[src/rtl/pipe_hazard_ctrl.sv]
// Stall/flush sequencer for the IF/ID/EX/MEM latches.
// Merges memory wait states, load-use interlock and branch squash.
module pipe_hazard_ctrl #(
  parameter int unsigned MEM_WAIT = 2,
  parameter int unsigned CNT_W    = 16
) (
  input  logic             CLK,
  input  logic             RST,
  input  logic [4:0]       ID_src_a,
  input  logic [4:0]       ID_src_b,
  input  logic [4:0]       EX_wr_id,
  input  logic             EX_is_load,
  input  logic             EX_taken,
  input  logic             MEM_req,
  output logic             stall_IF,
  output logic             stall_ID,
  output logic             stall_EX,
  output logic             stall_MEM,
  output logic             flush_ID,
  output logic             flush_EX,
  output logic             mem_busy,
  output logic [CNT_W-1:0] stall_cnt
);

  localparam logic [0:0] S_IDLE  = 1'b0;
  localparam logic [0:0] S_MWAIT = 1'b1;

  localparam bit         WAIT_EN = (MEM_WAIT > 0);
  // MWAIT only covers the cycles after the request cycle
  localparam bit         MULTI   = (MEM_WAIT > 1);
  localparam logic [3:0] WLOAD   = 4'(MEM_WAIT - 1);

  logic [0:0]       state_q, state_d;
  logic [3:0]       wcnt_q, wcnt_d;
  logic [CNT_W-1:0] cnt_q, cnt_d;

  logic mem_stall;
  logic load_use;

  assign mem_stall = (state_q == S_IDLE && MEM_req && WAIT_EN)
                   || (state_q == S_MWAIT);

  assign load_use = EX_is_load
                 && (EX_wr_id != 5'd0)
                 && ((EX_wr_id == ID_src_a)
                  || (EX_wr_id == ID_src_b));

  always_comb begin
    state_d = state_q;
    wcnt_d  = wcnt_q;
    unique case (state_q)
      S_IDLE: begin
        if (MEM_req && MULTI) begin
          state_d = S_MWAIT;
          wcnt_d  = WLOAD;
        end
      end
      S_MWAIT: begin
        if (wcnt_q <= 4'd1) begin
          state_d = S_IDLE;
          wcnt_d  = 4'd0;
        end else begin
          wcnt_d  = wcnt_q - 4'd1;
        end
      end
      default: begin
        state_d = S_IDLE;
        wcnt_d  = 4'd0;
      end
    endcase
  end

  always_comb begin
    stall_IF  = 1'b0;
    stall_ID  = 1'b0;
    stall_EX  = 1'b0;
    stall_MEM = 1'b0;
    flush_ID  = 1'b0;
    flush_EX  = 1'b0;
    if (mem_stall) begin
      stall_IF  = 1'b1;
      stall_ID  = 1'b1;
      stall_EX  = 1'b1;
      stall_MEM = 1'b1;
    end else if (EX_taken) begin
      flush_ID  = 1'b1;
      flush_EX  = 1'b1;
    end else if (load_use) begin
      stall_IF  = 1'b1;
      stall_ID  = 1'b1;
      flush_EX  = 1'b1;
    end
  end

  always_comb begin
    cnt_d = cnt_q;
    if (stall_IF && (cnt_q != {CNT_W{1'b1}})) begin
      cnt_d = cnt_q + 1'b1;
    end
  end

  always_ff @(posedge CLK) begin
    if (RST) begin
      state_q <= S_IDLE;
      wcnt_q  <= 4'd0;
      cnt_q   <= '0;
    end else begin
      state_q <= state_d;
      wcnt_q  <= wcnt_d;
      cnt_q   <= cnt_d;
    end
  end

  assign mem_busy  = (state_q == S_MWAIT);
  assign stall_cnt = cnt_q;

endmodule

[config.mk]
export PLATFORM = sky130hd
export DESIGN_NAME = pipe_hazard_ctrl
export DESIGN_NICKNAME = d
export VERILOG_FILES = /design/src/rtl/pipe_hazard_ctrl.sv
export SDC_FILE = /design/constraint.sdc
export NUM_CORES = 1
export LEC_CHECK = 0
export CAP_MARGIN = 40
export CORE_MARGIN = 3
export CORE_UTILIZATION = 23
export DETAILED_ROUTE_END_ITERATION = 8
export GPL_TIMING_DRIVEN = 0
export REMOVE_ABC_BUFFERS = 1
export SYNTH_ARGS = -nofsm -noshare
export SYNTH_HDL_FRONTEND = slang
export SYNTH_SLANG_ARGS = --single-unit
export TNS_END_PERCENT = 50
[constraint.sdc]
create_clock -name CLK -period 3.05 [get_ports CLK]
set_clock_uncertainty 0.2 [all_clocks]
set_input_delay 0.4575 -clock CLK [delete_from_list [all_inputs] [get_ports CLK]]
set_output_delay 0.4575 -clock CLK [all_outputs]
set_load 0.01 [all_outputs]
### Word-level counts from Yosys, hierarchy flattened

Cells that the tools add are included.

| storage, ports and cells | value |
|---|---|
| input port bits | 20 |
| bits in registers | 21 |

| cells by class | value |
|---|---|
| eq/ne operators | 4 |
| order comparisons | 1 |
| muxes and demuxes | 14 |
| bitwise operators | 1 |
| add/sub/neg operators | 2 |
| reductions and logical operators | 7 |

Operators with widths:

| cell | count |
|---|---|
| $add A16 B1 Y16 const B | 1 |
| $ne A16 B16 Y1 const B | 1 |
| $eq A5 B5 Y1 | 2 |
| $mux W1 | 10 |
| $mux W4 | 2 |
| $pmux W4 S2 | 1 |
| $reduce_bool A5 Y1 | 1 |
| $le A4 B1 Y1 const B | 1 |
| $logic_and A1 B1 Y1 | 4 |
| $sub A4 B1 Y4 const B | 1 |
| $logic_or A1 B1 Y1 | 2 |
| $ne A2 B2 Y1 const B | 1 |
| $pmux W1 S2 | 1 |
| $not A1 Y1 | 1 |

### Logic depth before layout (Yosys ltp)

| logic depth | value |
|---|---|
| depth after elaboration | 7 |
| gate-level depth with buffers | 9 |
| mapped depth without buffers | 7 |

### Worst setup path before layout

No wires, ideal clock.

| timing path | value |
|---|---|
| path kind | reg2reg |
| start | register cnt_q[0], in the netlist stall_cnt[0] |
| end | register cnt_q[1], in the netlist stall_cnt[1] |
| path slack | 0.686 ns |
| period minus slack after synthesis | 2.364 ns |
| library setup time | 0.129 ns |
| cell stages (with the launch flop) | 10 |
| arrival time | 2.035 ns |
| buffers on the path | 2 |
| required time | 2.721 ns |
| cells stage by stage | dfxtp_1 -> ha_1 -> nand4_1 -> or4_4 -> or3b_1 -> a2bb2oi_2 -> buf_6 -> buf_12 -> mux2i_1 -> nor2_1 |

| on the way | value |
|---|---|
| longest elaborated chain between the ends | 2 |

RTL lines:

| what | RTL line | text |
|---|---|---|
| from (decl) | 35 | `logic [CNT_W-1:0] cnt_q, cnt_d;` |
| from (signal assigned) | 110 | `cnt_q <= cnt_d;` |
| branches (longest 2 deep; another with $add A16 B1 Y16) | -- |  |

Several ways; the timed one is not identified.
A chain may end at the register's enable or synchronous reset.

### Worst setup path in the final report

| timing path | value |
|---|---|
| start | input port EX_wr_id[0] |
| end | output port stall_ID |

| on the way | value |
|---|---|
| longest elaborated chain between the ends | 6 |

RTL lines:

| what | RTL line | text |
|---|---|---|
| from (decl) | 11 | `input logic [4:0] EX_wr_id,` |
| $eq A5 B5 Y1, or another cell as far along | 45 | `&& ((EX_wr_id == ID_src_a)` |
| $logic_or A1 B1 Y1 or $logic_and A1 B1 Y1 (tied branches) | 46, 44 |  |
| $logic_and A1 B1 Y1 (*) | 45 |  |
| $mux W1 (*) | 88 | `end else if (load_use) begin` |
| $mux W1 (*) | 85 | `end else if (EX_taken) begin` |
| $mux W1 (*) | 80 | `if (mem_stall) begin` |
| to (decl) | 16 | `output logic stall_ID,` |

Mark *: on every way between the ends. The rest lies on a longest branch, timed or not.

==> results.json <==
{
  "overflow": 0,
  "drt_iter0_markers": 46,
  "grt_pass1_vias": 1219,
  "ir_drop_mv": 0.226,
  "routed_wirelength_mm": 3.24,
  "worstHoldPathType": "register to register",
  "dr.pass1.iters": 4,
  "ys.flop_type": "dfxtp_1",
  "setup_viol": 0,
  "cts_buffers": 3,
  "numPlacedInstances": 259,
  "max-slew-margin-rel_pct": 44.2,
  "synth.distinct_cells": 39,
  "cp.arrival_ns": 2.25,
  "synthesis.area_um2": 1250,
  "p_leak_nw": 0.603,
  "synth.avg_cell_area_um2": 8.24,
  "setup_tns_ns": 0,
  "fin_cells": 263,
  "crit_path_end": "stall_ID",
  "antenna_found_initial": 0,
  "gp_congestion": 0.698,
  "worstMarginPinSlew_ns": 0.834,
  "syn_inst": 152,
  "place_ws_ns": -0.205,
  "drv_cap": 0,
  "diodes": 0,
  "worstReg2RegEnd": "stall_cnt[11]",
  "required_ns": 2.39,
  "synth.area.top_cells": "dfxtp_1 (34%), xor2_1 (7.7%), or3_1 (5.0%), a21oi_1 (4.8%), nor2_1 (4.8%)",
  "core_area_um2": 5170,
  "nets": 217,
  "path_class": "primary input to primary output",
  "rows": 26,
  "utilization_pct": 34.5,
  "fp.dieH_um": 79.8,
  "grt_util_all_layers_pct": 10.4,
  "ys_top_cells_by_count": "dfxtp_1 (21), nor2_1 (16), a21oi_1 (12)",
  "dieWidth_um": 79.8,
  "drc": 0,
  "power_frac_seq_pct": 47.9,
  "drive_gt1_share_pct": 5.70,
  "path_clk_slew_ns": 0.08,
  "yosys_register_bits": 21,
  "switchingPower_mw": 0.170,
  "drv_slew": 0,
  "routedWlPerCell_um": 12.3,
  "grt_pass1_wl_mm": 5.38,
  "power_density_nw_per_um2": 346,
  "cts_tree": "built",
  "critPathLaunchType": "primary input",
  "htreeDepth": 1,
  "rsz0062_at_grt": "false",
  "clock_sinks": 21,
  "portBuffers": 42,
  "r2r_setup_slack_ns": 0.41,
  "critPathLaunch": "EX_wr_id[0]",
  "yosysSeqAreaShare_pct": 33.6,
  "via_count": 1236,
  "setup_ws_ns": 0.144,
  "synth-edff-count": 0,
  "hold_buffers": 0,
  "clkPwrFrac_pct": 30.6,
  "yosys_warnings": 0,
  "hpwl_mm": 2.32,
  "io_pins": 43,
  "end_kind": "primary output",
  "r2r_cells": 8,
  "area_growth_syn_to_layout_pct": 42.4,
  "path_max_fanout": 4,
  "yosysMostFrequentCell": "dfxtp_1",
  "p_sw_share_pct": 27.6,
  "max_freq_mhz": 344,
  "synth_top_area_cell": "dfxtp_1",
  "yosys.area.top_type_share_pct": 33.6,
  "status": "finished, final reports clean",
  "p_comb_share_pct": 21.5,
  "finalCriticalPeriod_ns": 2.91,
  "postRouteAntennaNets": 0,
  "cts_buffer_depth": 2,
  "async_reset_ff_share_pct": 0,
  "internal_power_mw": 0.446,
  "grt_max_degree": 22,
  "r2r-start": "stall_cnt[0]",
  "hold_viol_final": 0,
  "fin_crit_sh_pct": 95.3,
  "via_per_inst": 4.70,
  "min_from": "wcnt_q[2]",
  "die_area_um2": 6370,
  "cts_root_buffer": "clkbuf_8",
  "clock_latency_ns": 0.26,
  "start_util_pct": 24.2
}
## critical path, cell delays in order
cell and delay [ns]:
clkdlybuf4s50_1 0.49, xor2_1 0.20, nor3_1 0.31, a22oi_2 0.17, o31ai_1 0.30, dlygate4sd2_1 0.32
## cells in the final DEF (no fill, tap or decap), drive strengths merged
master	instances
a211oi	2
a21oi	14
a22oi	1
a2bb2oi	1
a31oi	1
and2	2
and3	4
and4	1
and4b	1
buf	1
clkbuf	4
clkdlybuf4s50	39
dfxtp	21
dlygate4sd2	2
dlymetal6s2s	1
ha	3
inv	4
mux2	1
mux2i	1
nand2	8
nand2b	1
nand3	3
nand4	6
nand4b	1
nor2	16
nor2b	2
nor3	5
nor3b	1
o21ai	13
o21bai	2
o22ai	1
o31ai	3
or3	10
or3b	1
or4	5
xor2	11
## layer usage
metal  global-route usage (%)  share of wire, %
met2                     17.7                42
met5                        0                 0
met4                     1.52                 0
met3                     3.39               9.3
met1                     13.0                49
## what timing repair did
action / in CTS / in global routing
gates resized for setup: 4 / 2
setup endpoints to repair: 3 / 2
buffers inserted: 0 / 0
gates cloned: 0 / 0
pin swaps: 1 / 1
## kinds of logic after synthesis
| group | synth area share, % |
|---|---|
| buffers and inverters | 5.49 |
| muxes | 1.70 |
| xor gates and xnor gates | 7.69 |
| AOI/OAI and AO/OA | 18.9 |
| adders and majority gates | 3.00 |
| DFF | 33.6 |
| and+or+nand+nor | 29.7 |
## worst min-delay path by stage
stage                 to  slack, ns  depth (start not counted)
2_1_floorplan  wcnt_q[2]       0.27                          2
5_1_grt        wcnt_q[2]       0.34                          2
3_3_place_gp   wcnt_q[1]       0.30                          2
4_1_cts        wcnt_q[2]       0.32                          2
6_report       wcnt_q[2]       0.32                          2
3_5_place_dp   wcnt_q[1]       0.31                          2
## registers in the layout (all words and copies together), names as in the netlist
signal,cells
wcnt_q,4
mem_busy,1
stall_cnt,16
## final cells by class
class | instances | area, µm²
sequential | 21 | 420
tap | 70 | 87.6
multi-input combinational | 121 | 783
clock buffer | 4 | 45.0
inverter | 4 | 15.0
fill | 564 | 3390
timing repair buffer | 43 | 432
## per-stage QoR
| stage | power (mW) | area, µm² | hold WS (ns) |
|---|---|---|---|
| finish | 0.617 | 1780 | 0.317 |
| global route | 0.651 | 1780 | 0.341 |
| CTS | 0.624 | 1770 | 0.321 |
| detailed placement | 0.433 | 1720 | 0.305 |
| global placement | 0.428 | 1710 | 0.301 |
| floorplan | 0.358 | 1200 | 0.269 |
## power by group through the flow
stage               registers (mW)  logic [mW]  clock network [mW]
floorplan                    0.302      0.0560                   0
global placement             0.301       0.127                   0
detailed placement           0.302       0.131                   0
CTS                          0.295       0.131               0.197
global route                 0.297       0.146               0.207
finish                       0.295       0.133               0.189
Power figures use the tool's default switching activity.
